**src/rtl/inc_burst_gen.sv**
```systemverilog
// Streaming incrementer: a start handshake (a, n) yields beats a+1 .. a+n on a valid/ready stream.
// Optional build macro INC_BURST_SATURATE_EN ends the burst at the all-ones value instead of wrapping.
module inc_burst_gen #(
  parameter int DATAWIDTH = 8
) (
  input  logic                 Clk,
  input  logic                 Rst,
  input  logic                 start_valid,
  output logic                 start_ready,
  input  logic [DATAWIDTH-1:0] a,
  input  logic [DATAWIDTH-1:0] n,
  output logic [DATAWIDTH-1:0] d,
  output logic                 d_valid,
  input  logic                 d_ready,
  output logic                 d_last,
  output logic                 done,
  output logic                 wrap
);

  typedef enum logic [0:0] {
    IDLE = 1'b0,
    RUN  = 1'b1
  } state_e;

  localparam logic [DATAWIDTH-1:0] ZERO_C = {DATAWIDTH{1'b0}};
  localparam logic [DATAWIDTH-1:0] ONE_C  = {{(DATAWIDTH-1){1'b0}}, 1'b1};
  localparam logic [DATAWIDTH-1:0] TWO_C  = {{(DATAWIDTH-2){1'b0}}, 2'b10};

  function automatic logic is_ones(input logic [DATAWIDTH-1:0] v);
    return &v;
  endfunction

  state_e                 state_q, state_d;
  logic [DATAWIDTH-1:0]   d_q, d_d;
  logic [DATAWIDTH-1:0]   rem_q, rem_d;
  logic                   d_valid_q, d_valid_d;
  logic                   d_last_q, d_last_d;
  logic                   done_q, done_d;
  logic                   wrap_q, wrap_d;
  logic [DATAWIDTH-1:0]   first_s;
  logic [DATAWIDTH-1:0]   next_s;
  logic                   end_beat_s;

  // Next-state and registered-output decode for the IDLE/RUN controller
  always_comb begin
    state_d    = state_q;
    d_d        = d_q;
    rem_d      = rem_q;
    d_valid_d  = d_valid_q;
    d_last_d   = d_last_q;
    done_d     = 1'b0;
    wrap_d     = wrap_q;
    next_s     = d_q + ONE_C;
`ifdef INC_BURST_SATURATE_EN
    first_s    = is_ones(a) ? a : (a + ONE_C);
    end_beat_s = (rem_q == ONE_C) || is_ones(d_q);
`else
    first_s    = a + ONE_C;
    end_beat_s = (rem_q == ONE_C);
`endif

    case (state_q)
      IDLE: begin
        if (start_valid) begin
          wrap_d = 1'b0;
          if (n == ZERO_C) begin
            done_d = 1'b1;
          end else begin
            d_d       = first_s;
            wrap_d    = is_ones(a);
            rem_d     = n;
            d_valid_d = 1'b1;
`ifdef INC_BURST_SATURATE_EN
            d_last_d  = (n == ONE_C) || is_ones(first_s);
`else
            d_last_d  = (n == ONE_C);
`endif
            state_d   = RUN;
          end
        end else begin
          state_d = IDLE;
        end
      end
      RUN: begin
        if (d_ready) begin
          if (end_beat_s) begin
            d_valid_d = 1'b0;
            d_last_d  = 1'b0;
            done_d    = 1'b1;
            rem_d     = ZERO_C;
            state_d   = IDLE;
`ifdef INC_BURST_SATURATE_EN
            // Reaching all-ones always marks the burst as saturated
            wrap_d    = wrap_q | is_ones(d_q);
`else
            wrap_d    = wrap_q;
`endif
          end else begin
            d_d    = next_s;
            rem_d  = rem_q - ONE_C;
            wrap_d = wrap_q | is_ones(d_q);
`ifdef INC_BURST_SATURATE_EN
            d_last_d = (rem_q == TWO_C) || is_ones(next_s);
`else
            d_last_d = (rem_q == TWO_C);
`endif
          end
        end else begin
          state_d = RUN;
        end
      end
      default: begin
        state_d   = IDLE;
        d_valid_d = 1'b0;
        d_last_d  = 1'b0;
        rem_d     = ZERO_C;
      end
    endcase
  end

  // State and output registers, cleared asynchronously while Rst is low
  always_ff @(posedge Clk or negedge Rst) begin
    if (!Rst) begin
      state_q   <= IDLE;
      d_q       <= ZERO_C;
      rem_q     <= ZERO_C;
      d_valid_q <= 1'b0;
      d_last_q  <= 1'b0;
      done_q    <= 1'b0;
      wrap_q    <= 1'b0;
    end else begin
      state_q   <= state_d;
      d_q       <= d_d;
      rem_q     <= rem_d;
      d_valid_q <= d_valid_d;
      d_last_q  <= d_last_d;
      done_q    <= done_d;
      wrap_q    <= wrap_d;
    end
  end

  assign start_ready = (state_q == IDLE);
  assign d           = d_q;
  assign d_valid     = d_valid_q;
  assign d_last      = d_last_q;
  assign done        = done_q;
  assign wrap        = wrap_q;

endmodule

```
**config.mk**
```make
export PLATFORM = sky130hd
export DESIGN_NAME = inc_burst_gen
export DESIGN_NICKNAME = d
export VERILOG_FILES = /design/src/rtl/inc_burst_gen.sv
export SDC_FILE = /design/constraint.sdc
export NUM_CORES = 1
export LEC_CHECK = 0
export BUFFER_PORTS_ARGS = -buffer_cell sky130_fd_sc_hd__buf_2
export CORE_MARGIN = 4
export CORE_UTILIZATION = 54
export CTS_BUF_LIST = sky130_fd_sc_hd__clkbuf_16
export DETAILED_ROUTE_END_ITERATION = 8
export HOLD_SLACK_MARGIN = 0.02
export PLACE_DENSITY = 0.83
export SLEW_MARGIN = 20
export SYNTH_ARGS = -nofsm -noshare
export SYNTH_HDL_FRONTEND = slang
export SYNTH_SLANG_ARGS = --single-unit
```
**constraint.sdc**
```tcl
create_clock -name Clk -period 2.84 [get_ports Clk]
set_input_delay 0.284 -clock Clk [delete_from_list [all_inputs] [get_ports Clk]]
set_output_delay 0.284 -clock Clk [all_outputs]
set_load 0.1 [all_outputs]
```
==> impl_summary.md, run 1 <==
Layout
The number of nets at the end of the flow is 221. Measured on the finished design, the core utilization comes to 0.680. Fill cells in the final layout number 208. The layout cell share with drive strength beyond 1 is 0.281.

The area growth from synthesis to final layout is 16.6%. The count of antenna diodes in the layout is 0.

Setup path
The critical path endpoint category is a register. The class of the most critical setup path is reg -> reg. The worst-path cell with the longest stage delay is sky130_fd_sc_hd__dfrtp_1. The critical path data arrival time is 2470 ps. The maximum cell stage delay along the critical path is 700 ps. Traced cell by cell, the critical path runs through buf_4 -> mux2_2 -> ha_1 -> inv_1 -> a21oi_1 -> xnor2_1 -> o22ai_1 -> a21oi_1. The kind of start point of the critical path is a register. The required time reported for the critical path endpoint is 3010 ps. The maximum fanout encountered on the critical timing path is 17. Among the stages of the critical path, the cell type that occurs most often is sky130_fd_sc_hd__a21oi_1.

CTS
CTS saw 21 sinks. The buffer count from post-CTS setup fixing is 0. The root buffer cell is sky130_fd_sc_hd__clkbuf_16.

TritonCTS built the clock tree. For the worst-skew pair, the clock arrives at the later sink with an insertion delay of 250 ps. CTS built an H-tree with a depth of 1. The post-CTS clock slew at the launch and capture registers of the worst setup and hold paths is 60 ps. The total clock buffers created by CTS is 3. The clock passes through at most 2 buffers.

Logic synthesis
The number of standard cells after synthesis is 165. The commonest cells after synthesis are sky130_fd_sc_hd__dfrtp_1, sky130_fd_sc_hd__nand2_1, sky130_fd_sc_hd__o21ai_0, sky130_fd_sc_hd__a21oi_1. The most frequently used cell type in the post-synthesis netlist is sky130_fd_sc_hd__dfrtp_1.

Among all flip-flop cells after synthesis, the most frequent one is sky130_fd_sc_hd__dfrtp_1. The share of synthesized area occupied by flip-flops and latches is 0.351. After synthesis the netlist holds a flip-flop and latch count of 21. The cell area after technology mapping is 1500 um2.

The number of flops mapped to enable cells by yosys is 0. The number of warnings reported in the yosys synthesis log is 0. The mean area per synthesized cell is 9.08 um2. Sorting the synthesized cells by area gives the leading types as sky130_fd_sc_hd__dfrtp_1, sky130_fd_sc_hd__o21ai_0, sky130_fd_sc_hd__a21oi_1.

Yosys mapped the design onto 49 distinct sky130hd cell types. Counting every net in the synthesized netlist gives 189. In the synthesized netlist the async set-or-reset flop fraction comes to 1.00. Of the post-synthesis cell area, the dominant cell type holds 0.351.

The synthesized design spends more area on one cell type than any other, namely sky130_fd_sc_hd__dfrtp_1.

Run status
The flow ran to the end, and the final reports show no timing, DRC or antenna violations.

Drt
The met1 wire length is 1710 um. In this run, the number of DRC markers left after iteration 0 of detailed routing was 100. The routed design has 3790 um of wire. The count of nets left with antenna violations once routing finished came out at 0. The routed length on met2 is 1740 um.

For this run, design rule violations remaining after detail routing come to 0. In the routed layout, each cell is associated on average with a via count of 6.48. In this run the top signal layer used is met4. After detailed routing, the average wire length per cell comes to 16.8 um.

The met3 wire length is 299 um. The total number of vias is 1464. The total iterations of the first detailed-routing run is 5.

Place
The sum of net half-perimeters after detailed placement is 2750 um. The routability-driven placement congestion ratio is 0.926. OpenSTA, run right after detailed placement, puts the worst setup slack at 642 ps. The count of buffers added on input and output ports is 32.

Power
In this run the power density over the cells is 1170 nW/um2. The total power is 2040 uW. VDD sags by at most 0.00104 V. In this run the static leakage power is 0.000752 uW.

STA
Static timing analysis puts the maximum clock frequency at 434 MHz. The final count of pins violating max slew is 0. The minimum clock period after layout is 2300 ps. In the final timing run, aggregate negative setup slack is 0 ps. Across all setup checks in the final design, the least slack found is 536 ps. Setup repair after global routing left no endpoint under its margin. The portion of the clock cycle consumed by the worst path in the final layout is 0.811. At the pin with the least slew margin, the transition time is 566 ps. Across the routed clock network, the largest skew measured is 5.42 ps. The count of final hold-check violations was 0. The worst max-slew margin expressed relative to the limit is 0.623. Setup violations remaining at the end of the flow were counted as 0.

Global routing
The largest net degree at the start of global routing is 22. The initial antenna violation count is 0. The via count of the first global-routing pass is 1338. The global-route wire length before repair is 5970 um. For this run, the total global-route usage over all layers was measured as 0.211.

For this run the aggregate overflow at the end of global routing stands at 0.

Floorplanning
The floorplan die area is 3680 um2. After floorplanning, the core was sized to cover 2570 um2. For this configuration, the core starts out at a cell density of 0.583. The horizontal die dimension is 60.7 um.

In this run the core area contains 18 standard-cell rows. Measured along the y axis, the die boundary spans 60.7 um. 33 I/O pins were placed.

Hold path
The path class of the tightest hold or removal check is in -> reg.

Flow run
The number of max-cap violations is 0.
registers in the layout, indices dropped and copies added, names as in the netlist:
register / cells
state_q: 1
rem_q: 8
d_valid: 1
done: 1
d: 8
d_last: 1
wrap: 1
metal layers:
| layer | global-route usage | vias up |
|---|---|---|
| li1 | - | 696 |
| met1 | 0.303 | 687 |
| met2 | 0.319 | 75 |
| met3 | 0.0383 | 6 |
| met4 | 0.0743 | 0 |
| met5 | 0 | - |
area by class of cell:
class                   instances  area (um2)  area share
well taps                      30        37.5      0.0215
clock inverters                 1        5.00     0.00287
repair buffers                 35         185       0.106
inverters                       8        30.0      0.0172
flip-flops and latches         21         526       0.301
multi-input cells             128         888       0.509
clock buffers                   3        75.1      0.0430
timing repair:
action | CTS | global route
endpoints found under the hold margin | 21 | 0
gates resized for setup | 0 | 0
hold buffers | 1 | 0
per-stage QoR:
stage	std cells	hold WS (ps)	cell area [um2]
finish	226	285	1750
global route	226	290	1750
CTS	226	285	1750
detailed placement	221	269	1660
global placement	221	266	1660
floorplan	165	-11.6	1500
critical path: cells and delay by family, from the launching register on:
kind	cells	cell delay, ps
buffers and inverters	2	360
AOI/OAI and AO/OA	3	620
DFF	1	700
muxes	1	180
adders and majority gates	1	190
xor gates and xnor gates	1	170
layout by cell type, fill, tap and decap left out, types with 2 or more instances in the layout:
cell type	count
sky130_fd_sc_hd__a22o_1	5
sky130_fd_sc_hd__ha_1	4
sky130_fd_sc_hd__a221o_1	2
sky130_fd_sc_hd__dfrtp_1	21
sky130_fd_sc_hd__buf_4	2
sky130_fd_sc_hd__xnor2_1	2
sky130_fd_sc_hd__mux2_2	3
sky130_fd_sc_hd__nor4_1	2
sky130_fd_sc_hd__nor3_1	6
sky130_fd_sc_hd__nor2_1	8
sky130_fd_sc_hd__a21o_1	2
sky130_fd_sc_hd__buf_2	32
sky130_fd_sc_hd__nand2_1	14
sky130_fd_sc_hd__nand3_1	7
sky130_fd_sc_hd__nand3b_1	3
sky130_fd_sc_hd__a31o_2	4
sky130_fd_sc_hd__o21a_1	2
sky130_fd_sc_hd__o21ai_0	14
sky130_fd_sc_hd__a21oi_1	12
sky130_fd_sc_hd__clkbuf_16	3
sky130_fd_sc_hd__inv_1	8
sky130_fd_sc_hd__nand2b_1	3
sky130_fd_sc_hd__o221ai_1	2
sky130_fd_sc_hd__o2bb2ai_1	3
sky130_fd_sc_hd__or4_1	3
sky130_fd_sc_hd__a211oi_1	3
sky130_fd_sc_hd__nand4_1	4
worst paths after layout:
check / start / to / slack, ps / depth (start not counted)
worst max register to register: state_q / d[4] / 540 / 8
worst max-delay path: state_q / d[4] / 540 / 8
max in group asynchronous: Rst / d_valid / 1990 / 2
worst min-delay path: n[5] / rem_q[5] / 290 / 2
worst min register to register: d_last / d_last / 500 / 1
min in group asynchronous: Rst / rem_q[3] / 520 / 2
where the power goes:
part           switching (uW)  internal [uW]  total (uW)
clock                     109            189         298
combinational             842            313        1150
sequential                169            422         591
total                    1120            924        2040
logic make-up (layout without fill, tap and decap cells):
group,count (synthesis),count (layout),share of synthesized area
xor+xnor,2,2,0.0117
mux,3,3,0.0226
buf+inv,16,47,0.0560
fa+ha+maj,4,4,0.0334
flops,21,21,0.351
compound gates,62,62,0.310
simple gates,57,57,0.216
Note: power is estimated with default switching activity, not from simulation.
==> run 2, diff against run 1 <==
Settings changed: CORE_UTILIZATION 54 to 49, PLACE_DENSITY 0.83 to 0.8.
Clock period 2.84 ns to 1.9 ns, I/O delays scaled along.
==> run 2 against run 1 <==
Clock power increased by 51%. Cell count increased by 4.9%. Register-to-register slack got worse by 410 ps. Sequential share of layout area decreased by 0.81 points. Largest power group unchanged.
==> impl_summary.md, run 2 (synthesis gave the netlist of run 1 again) <==
Run status
The run finished with clean final reports.

Drt
The post-route DRC violation count is 0. The first detailed-routing pass took 4 iterations. Dividing the detail-routed wire length by the instance count gives 17.4 um. The detailed router's first-iteration violation count is 78. In the routed layout, each cell is associated on average with a via count of 6.46. The post-route antenna net violation count is 0. The total number of vias is 1530. Wires add up to 4130 um.

Hold path
Along the worst hold path, the cell count comes to 2. In this run the most critical hold path is launched from n[5]. The capture endpoint of the worst hold path is rem_q[5]. The class of the most critical hold timing path is in -> reg.

STA
Setup repair after global routing left no endpoint under its margin. The measured slew at the worst slew-check pin is 506 ps. Measured against its own limit, the worst slew margin works out to 0.661. The worst-case hold slack is 203 ps. The count of final hold-check violations is 0.

The final count of pins violating max slew is 0. In the final timing run, aggregate negative setup slack is 0 ps. Clock skew on the completed layout was measured at 2.71 ps. Of the available clock period, the critical path in the final layout requires 0.934. Setup violations remaining at the end of the flow were counted as 0. The highest clock frequency the design can meet is 564 MHz. After layout, the minimum clock period comes to 1770 ps.

Layout
The area of the multi-input gates is 892 um2. The number of nets at the end of the flow is 231. The count of cells in the finished layout, fillers not included, comes to 237. In the final layout, flip-flops and latches occupy 544 um2. In the final layout, the share of cells above drive strength 1 is 0.350.

After filler insertion, the fill cell instance count of the layout stands at 235. Leaving out fill and tap cells, the most frequent cells in the layout are sky130_fd_sc_hd__buf_2, sky130_fd_sc_hd__nand2_1, sky130_fd_sc_hd__o21ai_0, sky130_fd_sc_hd__dfrtp_1, sky130_fd_sc_hd__buf_4. The final cell utilization of the core is 0.657. The number of antenna diodes in the final layout is 0. The most common cell after layout, fill and taps aside is sky130_fd_sc_hd__buf_2. The area growth from synthesis to layout is 24.1%.

Flow run
Across the run, the number of max-cap violations was 0.

CTS
The clock tree from TritonCTS is built. The root buffer cell is sky130_fd_sc_hd__clkbuf_16. The number of clock buffers added by TritonCTS is 3. The number of H-tree levels is 1.

The post-CTS clock slew at the launch and capture registers of the worst setup and hold paths is 60 ps. The number of clock sinks is 21. The clock insertion delay at the later pin of the skew report is 260 ps. No sink is reached through more buffers than the 2 on the longest clock path.

Floorplanning
During I/O placement, the number of pins put on the boundary was 33. The floorplan step set the die height to 63.3 um. The core region is 2830 um2. The initial utilization of the core area, before any placement, comes to 0.529. The floorplan die area is 4000 um2. The die is 63.3 um wide.

The site row count is 19.

Setup path
At the worst endpoint, the arrival time is 1920 ps. Counting cells, the worst reg-to-reg path comes to 7. The critical register-to-register path endpoint is d[6].

The reg-to-reg setup timing slack is 130 ps. The critical path endpoint category is a register. The beginning of the worst register-to-register path is state_q. The required time reported for the critical path endpoint is 2050 ps. The critical path is of the reg -> reg type. The kind of start point of the critical path is a register. The launching element of the worst setup path is state_q. The maximum fanout encountered on the critical timing path is 12.

Power
In this run the static leakage power is 0.000796 uW. Dividing total power by cell area gives a power density of 1730 nW/um2. The largest voltage drop on the vdd net is 0.000868 V.

Global routing
The initial antenna violation count is 0. Summed over all layers, the global routing overflow is 0. The global-route wire length before repair is 7050 um. For this run, the total global-route usage over all layers was measured as 0.219. The via count of the first global-routing pass is 1502. The largest net degree at the start of global routing is 22.

Place
During placement, the flow inserted port buffers numbering 32. The sum of net half-perimeters after detailed placement is 2970 um. The count of placed standard cells including taps is 230. The congestion estimate from routability-driven global placement came to 0.893.
==> run 2: changes by cell type in the layout (fill, tap and decap cells not counted), moves of 3 or more <==
cell                      before  now
sky130_fd_sc_hd__dfrtp_4       0    4
sky130_fd_sc_hd__buf_4         2   12
sky130_fd_sc_hd__dfrtp_1      21   14
sky130_fd_sc_hd__dfrtp_2       0    3
==> run 2: report_power, final <==
group	internal (uW)	total, uW	switching (uW)
clock network	281	451	170
registers	662	901	239
logic	550	1860	1310
total	1490	3210	1720
==> run 2: how the worst max path moves through the flow <==
stage / end / slack [ps] / cells past startpoint
3_5_place_dp: d[6] / 70 / 7
5_1_grt: rem_q[7] / 20 / 5
2_1_floorplan: d[6] / -20 / 10
3_3_place_gp: d[6] / 100 / 7
6_report: d[6] / 130 / 7
4_1_cts: d[6] / 60 / 7
==> run 2: critical path, stage by stage, from the launching register on <==
cell and delay (ps):
sky130_fd_sc_hd__dfrtp_2 500, sky130_fd_sc_hd__mux2_2 370, sky130_fd_sc_hd__ha_1 230, sky130_fd_sc_hd__inv_1 130
sky130_fd_sc_hd__a21oi_2 80, sky130_fd_sc_hd__a21o_1 170, sky130_fd_sc_hd__a21oi_1 120, sky130_fd_sc_hd__nor2_1 60
==> run 2: layer usage <==
layer | GRT usage | share of wire
met2 | 0.372 | 0.49
met5 | 0 | 0
met4 | 0.0674 | 0.011
met1 | 0.285 | 0.44
met3 | 0.0355 | 0.056
==> run 2: repair_timing <==
| action | 4_1_cts | 5_1_grt |
|---|---|---|
| setup endpoints to repair | 0 | 10 |
| endpoints found under the hold margin | 21 | 0 |
| buffers inserted | 0 | 2 |
| hold buffers | 1 | 0 |
| gates resized for setup | 0 | 1 |
==> run 2: cell type report <==
class                   instances  share of cell area
well taps                      31              0.0209
repair buffers                 45               0.148
multi-input cells             128               0.480
clock buffers                   3              0.0404
inverters                       8              0.0162
flip-flops and latches         21               0.293
clock inverters                 1             0.00202
==> run 2: metrics by stage <==
step           worst slack [ps]  power (uW)  cell area (um2)
5_1_grt                    18.6        3400             1860
4_1_cts                    56.5        3160             1840
3_5_place_dp               73.1        2690             1750
3_3_place_gp                102        2650             1750
2_1_floorplan             -17.7        2320             1530
6_report                    125        3210             1860
